[src/rtl/sr_cmd_driver.sv]
// SR flop command stage: debounce, edge capture, arbitration, pulse shaping.
// Optional SR_CMD_DROP_CNT_EN adds an 8-bit saturating drop counter port.
module sr_cmd_driver #(
  parameter int DB_CYCLES = 4,
  parameter int CNT_W     = 3,
  parameter int PULSE_LEN = 1,
  parameter bit PRIO_SET  = 1'b0
) (
  input  logic       clk,
  input  logic       clr,
  input  logic       set_in,
  input  logic       rst_in,
  output logic       s,
  output logic       r,
  output logic       busy,
  output logic       conflict,
  output logic       q_model
`ifdef SR_CMD_DROP_CNT_EN
  ,
  output logic [7:0] drop_cnt
`endif
);

  typedef enum logic [1:0] {
    IDLE,
    DRIVE_S,
    DRIVE_R,
    GAP
  } state_t;

  localparam logic [CNT_W-1:0] DB_MAX  = CNT_W'(DB_CYCLES - 1);
  localparam logic [CNT_W-1:0] CNT_ONE = CNT_W'(1);
  localparam logic [2:0]       PL_MAX  = 3'(PULSE_LEN - 1);

  // index 0 = set path, index 1 = reset path
  logic [1:0]       w_raw;
  logic [1:0]       r_db;
  logic [1:0]       r_db_q;
  logic [CNT_W-1:0] r_cnt [2];
  logic [1:0]       w_rise;

  logic   r_pend_set;
  logic   r_pend_rst;
  state_t r_state;
  state_t w_next;
  logic [2:0] r_pcnt;
  logic [2:0] w_pcnt_nxt;
  logic   w_take_set;
  logic   w_take_rst;
  logic   w_conf;

  assign w_raw  = {rst_in, set_in};
  assign w_rise = r_db & ~r_db_q;

  // Debounce both raw lines; r_db_q delays the level for edge detection
  always_ff @(posedge clk or negedge clr) begin
    if (!clr) begin
      r_db     <= '0;
      r_db_q   <= '0;
      r_cnt[0] <= '0;
      r_cnt[1] <= '0;
    end else begin
      r_db_q <= r_db;
      for (int i = 0; i < 2; i++) begin
        if (w_raw[i] == r_db[i]) begin
          r_cnt[i] <= '0;
        end else if (r_cnt[i] == DB_MAX) begin
          r_db[i]  <= ~r_db[i];
          r_cnt[i] <= '0;
        end else begin
          r_cnt[i] <= r_cnt[i] + CNT_ONE;
        end
      end
    end
  end

  // One pending slot per request type; a fresh edge survives consumption
  always_ff @(posedge clk or negedge clr) begin
    if (!clr) begin
      r_pend_set <= 1'b0;
      r_pend_rst <= 1'b0;
    end else begin
      r_pend_set <= w_rise[0] | (r_pend_set & ~w_take_set);
      r_pend_rst <= w_rise[1] | (r_pend_rst & ~w_take_rst);
    end
  end

  // Next-state logic: arbitration in IDLE, pulse timing in DRIVE
  always_comb begin
    w_next     = r_state;
    w_pcnt_nxt = r_pcnt;
    w_take_set = 1'b0;
    w_take_rst = 1'b0;
    w_conf     = 1'b0;
    unique case (r_state)
      IDLE: begin
        w_pcnt_nxt = '0;
        if (r_pend_set && r_pend_rst) begin
          w_take_set = 1'b1;
          w_take_rst = 1'b1;
          w_conf     = 1'b1;
          w_next     = PRIO_SET ? DRIVE_S : DRIVE_R;
        end else if (r_pend_set) begin
          w_take_set = 1'b1;
          w_next     = DRIVE_S;
        end else if (r_pend_rst) begin
          w_take_rst = 1'b1;
          w_next     = DRIVE_R;
        end
      end
      DRIVE_S, DRIVE_R: begin
        if (r_pcnt == PL_MAX) begin
          w_next = GAP;
        end else begin
          w_pcnt_nxt = r_pcnt + 3'd1;
        end
      end
      GAP:     w_next = IDLE;
      default: w_next = IDLE;
    endcase
  end

  // State register with outputs decoded from the next state
  always_ff @(posedge clk or negedge clr) begin
    if (!clr) begin
      r_state  <= IDLE;
      r_pcnt   <= '0;
      s        <= 1'b0;
      r        <= 1'b0;
      busy     <= 1'b0;
      conflict <= 1'b0;
    end else begin
      r_state  <= w_next;
      r_pcnt   <= w_pcnt_nxt;
      s        <= (w_next == DRIVE_S);
      r        <= (w_next == DRIVE_R);
      busy     <= (w_next != IDLE);
      conflict <= w_conf;
    end
  end

  // Shadow of the downstream flop sampling s/r one edge later
  always_ff @(posedge clk or negedge clr) begin
    if (!clr) begin
      q_model <= 1'b0;
    end else if (s) begin
      q_model <= 1'b1;
    end else if (r) begin
      q_model <= 1'b0;
    end
  end

`ifdef SR_CMD_DROP_CNT_EN
  logic       w_dup_set;
  logic       w_dup_rst;
  logic [1:0] w_drop_inc;
  logic [8:0] w_drop_sum;
  logic [7:0] r_drop;

  assign w_dup_set  = w_rise[0] & r_pend_set & ~w_take_set;
  assign w_dup_rst  = w_rise[1] & r_pend_rst & ~w_take_rst;
  assign w_drop_inc = {1'b0, w_dup_set} + {1'b0, w_dup_rst}
                    + {1'b0, w_conf};
  assign w_drop_sum = {1'b0, r_drop} + {7'b0, w_drop_inc};
  assign drop_cnt   = r_drop;

  // Saturating count of dropped duplicate edges and lost arbitrations
  always_ff @(posedge clk or negedge clr) begin
    if (!clr) begin
      r_drop <= '0;
    end else begin
      r_drop <= w_drop_sum[8] ? 8'hFF : w_drop_sum[7:0];
    end
  end
`endif

endmodule

[config.mk]
export PLATFORM = sky130hd
export DESIGN_NAME = sr_cmd_driver
export DESIGN_NICKNAME = d
export VERILOG_FILES = /design/src/rtl/sr_cmd_driver.sv
export SDC_FILE = /design/constraint.sdc
export NUM_CORES = 1
export LEC_CHECK = 0
export BUFFER_PORTS_ARGS = -buffer_cell sky130_fd_sc_hd__buf_4
export CAP_MARGIN = 20
export CORE_ASPECT_RATIO = 0.5
export CORE_MARGIN = 2
export CORE_UTILIZATION = 25
export DETAILED_ROUTE_END_ITERATION = 7
export GPL_ROUTABILITY_DRIVEN = 0
export HOLD_SLACK_MARGIN = 0.05
export PLACE_DENSITY = 0.41
export RECOVER_POWER = 50
export SYNTH_ARGS = -nofsm -noshare
export SYNTH_HDL_FRONTEND = slang
export SYNTH_SLANG_ARGS = --single-unit
export TNS_END_PERCENT = 10
[constraint.sdc]
create_clock -name clk -period 1.8 [get_ports clk]
set_clock_uncertainty 0.05 [all_clocks]
set_input_delay 0.09 -clock clk [delete_from_list [all_inputs] [get_ports clk]]
set_output_delay 0.09 -clock clk [all_outputs]
set_load 0.005 [all_outputs]
======== Word level (Yosys, flattened, before mapping) ========
Cells that the tools add are included.
W data, S select, Z words.
word-level totals
  bits in read-only memories .............. 0
  memory bits (writable) .................. 0
  output and inout bits ................... 5
  word-level logic and storage cells ...... 71
  register bits ........................... 22
  latch bits .............................. 0
  memories ................................ 0
  bits of input ports ..................... 4
operators by class
  bitwise gates (word level) .............. 12
  add/sub/neg operators ................... 3
  reductions and logical operators ........ 10
  div/mod/pow operators ................... 0
  shift operators ......................... 0
  multiplexer cells ....................... 22
  multiply operators ...................... 0
  $lt $le $gt $ge ......................... 0
  eq/ne operators ......................... 10
operators with widths
  kind                   number
  $mux W3                5
  $mux W1                11
  $add A3 B1 Y3 const B  3
  $mux W2                4
  $eq A2 B2 Y1 const B   3
  $eq A3 B2 Y1 const B   2
  $not A1 Y1             6
  $pmux W2 S3            1
  $pmux W3 S2            1
  $reduce_and A2 Y1      3
  $reduce_bool A2 Y1     3
  $eq A2 B1 Y1 const B   2
  $logic_not A3 Y1       1
  $and A1 B1 Y1          2
  $and A2 B2 Y2          1
  $eq A1 B1 Y1           2
  $logic_not A2 Y1       1
  $ne A2 B2 Y1 const B   1
  $not A2 Y2             1
  $or A1 B1 Y1           2
  $reduce_or A2 Y1       1
  $logic_and A1 B1 Y1    1

======== Depth between registers and ports, before layout ========
  depth after elaboration ................. 7
  depth in mapped cells ................... 6
  gate-level depth less buffers ........... 5

======== Least setup slack after synthesis ========
OpenSTA, ideal clock, no wires.
  kind .................................... reg-to-reg
  start point ............................. reg r_pcnt[0]
  end point ............................... reg r_pcnt[1]
  setup slack ............................. 290 ps
  buffers on the path ..................... 0
  arrival ................................. 1339 ps
  required time ........................... 1629 ps
  setup time .............................. 121 ps
  stages on the path, launching flop included .. 6
  clock period less this slack ............ 1510 ps
  path through ............................ dfrtp_1 inv_1 ha_1 nor2b_4 mux2_1 a22o_1
on the way
  longest elaborated chain between the ends .. 3
  elaborated cells between the ends (all ways) .. 6
  those cells by class .................... add/sub: 1; eq/ne: 1; mux: 2; reduce/logical: 2
RTL lines
  what                                                      line      text
  from (decl)                                               46        logic [2:0] r_pcnt;
  from (signal assigned)                                    134       r_pcnt <= w_pcnt_nxt;
  $add A3 B1 Y3 / $logic_not A3 Y1 (equally long branches)  115, 112
  $mux W3 / $ne A2 B2 Y1 (equally long branches)            -
  $pmux W3 S2 / $reduce_and A2 Y1 (equally long branches)   -
Parallel ways exist; a longest one is shown, timed or not. The select of a mux whose other input is x is not followed.
A chain may end at the register's enable or synchronous reset.

======== Final worst setup path ========
  start point ............................. reg r_state[0]
  end point ............................... reg s
on the way
  longest elaborated chain between the ends .. 5
  elaborated cells between the ends (all ways) .. 11
  those cells by class .................... eq/ne: 4; mux: 5; reduce/logical: 2
RTL lines
  what                    line  text
  from (decl)             44    state_t r_state;
  from (signal assigned)  133   r_state <= w_next;
  $mux W2                 106   end else if (r_pend_rst) begin
  $mux W2                 103   end else if (r_pend_set) begin
  $mux W2                 98    if (r_pend_set && r_pend_rst) begin
  $pmux W2 S3 *           95    unique case (r_state)
  $eq A2 B1 Y1 *          135   s <= (w_next == DRIVE_S);
  to (signal assigned)    135
  to (decl)               13    output logic s,
Mark *: on every way between the ends. The rest lies on a longest branch, timed or not.

==> qor.yml <==
critical_path_peak_fanout: 6
tightest_slew_ps: 1180
timing.hold.ws_ps: 374
p_sw_uw: 630
wl_met2_um: 746
critPathLaunchType: "register"
synthCells: 80
grtUsageTotal: 0.0838
clockRootBuffer: "clkbuf_8"
routed.top_layer: "met4"
cap_violations: 0
wl_met3_um: 70
slew_viol_final: 0
hold_viol: 0
r2r-end: "s"
die_h_um: 47.6
post_dp_cell_area_um2: 1070
yosys_warnings: 0
start_util: 0.269
grt_pass1_vias: 639
diodes: 0
hold_class: "reg -> reg"
hold_depth: 1
finalInstanceArea_um2: 1170
pwr-share-seq: 0.407
num_rows: 15
finalSetupViolCount: 0
period_minus_slack_ps: 1660
rrSetupSlack_ps: 140
min_to: "r_pend_rst"
gr-total-overflow: 0
path_class: "reg -> reg"
p_total_uw: 1940
clock_power_share: 0.234
clockBufferDepth: 2
clk_pin_slew_worst_paths_ps: 80
cts_sinks: 22
rsz0062_at_grt: "false"
reg2reg_from: "r_state[0]"
dr.pass1.iters: 4
grt_max_degree: 23
postCtsSetupRepairBufs: 0
multi_input_area_um2: 362
synth_common_cells: "dfrtp_1 (22), inv_1 (9), ha_1 (5), nand2_1 (5), nor2b_1 (4)"
syn_area_per_cell_um2: 11.9
area_growth_pct: 23.1
cp_data_required_time_ps: 1890
drc_errors: 0
reg2reg_depth: 5
leakagePower_uw: 0.000555
p_sw_frac: 0.325
cts_buffers: 3
synth_top_area_share: 0.580
slew_headroom: 0.214
drtAntennaViolNets: 0
endpoint_kind: "register"
io_buffers: 8
coreArea_um2: 3530
finalSetupTns_ps: 0
ys_types: 28
synthArstFlopShare: 1.00
num_vias: 617
regArea_um2: 551
grt_pass1_wl_mm: 2.73
arrival_ps: 1750
ys_seq_elements: 22
internal_power_uw: 1310
ir_drop_mv: 0.412
finalWirelength_mm: 1.57
io_pins: 9
synth_area_leaders: "dfrtp_1 (58%), ha_1 (6.6%), inv_1 (3.6%)"
met1Wirelength_um: 744
antenna_found_initial: 0
clk_latency_ps: 260
synthesis.area_um2: 948
viasPerCell: 4.26
first_iter_violations: 17
die_w_um: 91.1
synth-edff-count: 0
outcome: "complete, no violations"
nFillCells: 382
nets: 104
synth_most_common_cell: "dfrtp_1"
drive_gt1_frac: 0.160
max_freq_mhz: 603
wl_per_cell_um: 10.9
power_density_nw_per_um2: 1660
synth_flop_cell: "dfrtp_1"
dp_cells: 138
h-tree-depth: 1
final_cells: 145
post-route-period-util: 0.922
dieArea_um2: 4330
synth_seq_area_share: 0.580
min-delay-start: "r_db_q[1]"
syn_nets: 89
synth_top_area_cell: "dfrtp_1"
comb_power_share: 0.359
dp_hpwl_mm: 1.20
cts_tree: "yes"
power groups by stage:
stage	Sequential, uW	Clock, uW	Combinational [uW]
after detailed placement	801	0	686
after floorplan	779	0	484
final	789	453	695
after global placement	789	0	644
after CTS	790	469	692
after global routing	812	489	791
flip-flops by register name, summed over array words and instances (netlist names):
register / count
r_cnt: 6
r_pcnt: 3
r_db: 2
r_db_q: 2
r_state: 2
busy: 1
conflict: 1
q_model: 1
r: 1
r_pend_rst: 1
r_pend_set: 1
s: 1
layout by cell type, fill, tap and decap left out, types with 2 or more instances in the layout:
master and n:
nor2b_4 2, nand2_1 5, nor3b_1 3, dlygate4sd3_1 3, inv_1 9, o22ai_1 2, nor3_1 2, buf_4 7
dfrtp_1 22, or2_1 2, nor2b_1 4, ha_1 4, o21ai_0 3, clkbuf_8 3, a22o_1 2, xnor2_1 3
o21ai_1 2
area by class of cell:
type | instances | share of cell area
clock buffer | 3 | 0.0354
clock inverter | 1 | 0.0257
inverter | 9 | 0.0289
multi-input combinational | 48 | 0.310
sequential | 22 | 0.472
tap | 51 | 0.0547
timing repair buffer | 11 | 0.0740
worst max-delay path by stage:
stage / start / end / cells after the start
after floorplan: r_pcnt[0] / r_pcnt[1] / 5
after global placement: r_state[0] / r / 5
after detailed placement: r_state[0] / s / 4
after CTS: r_state[0] / s / 5
after global routing: r_state[1] / s / 5
final: r_state[0] / s / 5
layer usage:
layer  up-vias  global-route usage
met4         0              0.0333
met3         2              0.0378
met2        14               0.150
met1       298              0.0929
li1        303                   -
met5         -                   0
cell families after synthesis:
| group | Yosys count | share of synthesized area |
|---|---|---|
| and+or+nand+nor | 23 | 0.152 |
| adders and majority gates | 5 | 0.0660 |
| xor gates and xnor gates | 3 | 0.0277 |
| buffers and inverters | 10 | 0.0409 |
| AOI/OAI and AO/OA | 16 | 0.121 |
| muxes | 1 | 0.0119 |
| DFF | 22 | 0.580 |
timing repair:
item | 4_1_cts | 5_1_grt
gates resized for setup | 0 | 1
hold endpoints to repair | 24 | 0
endpoints found under the setup margin | 0 | 1
hold buffers | 3 | 0
critical path, cell delays in order, from the launching register on:
cell,delay (ps)
dfrtp_1,430
inv_1,70
ha_2,370
nor2b_4,200
o21ai_2,90
a222oi_1,350
stage by stage:
step	setup WS, ps	utilization
CTS	121	0.331
detailed placement	139	0.302
global placement	213	0.302
finish	140	0.331
floorplan	290	-
global route	33.5	0.331
Power figures use the tool's default switching activity.
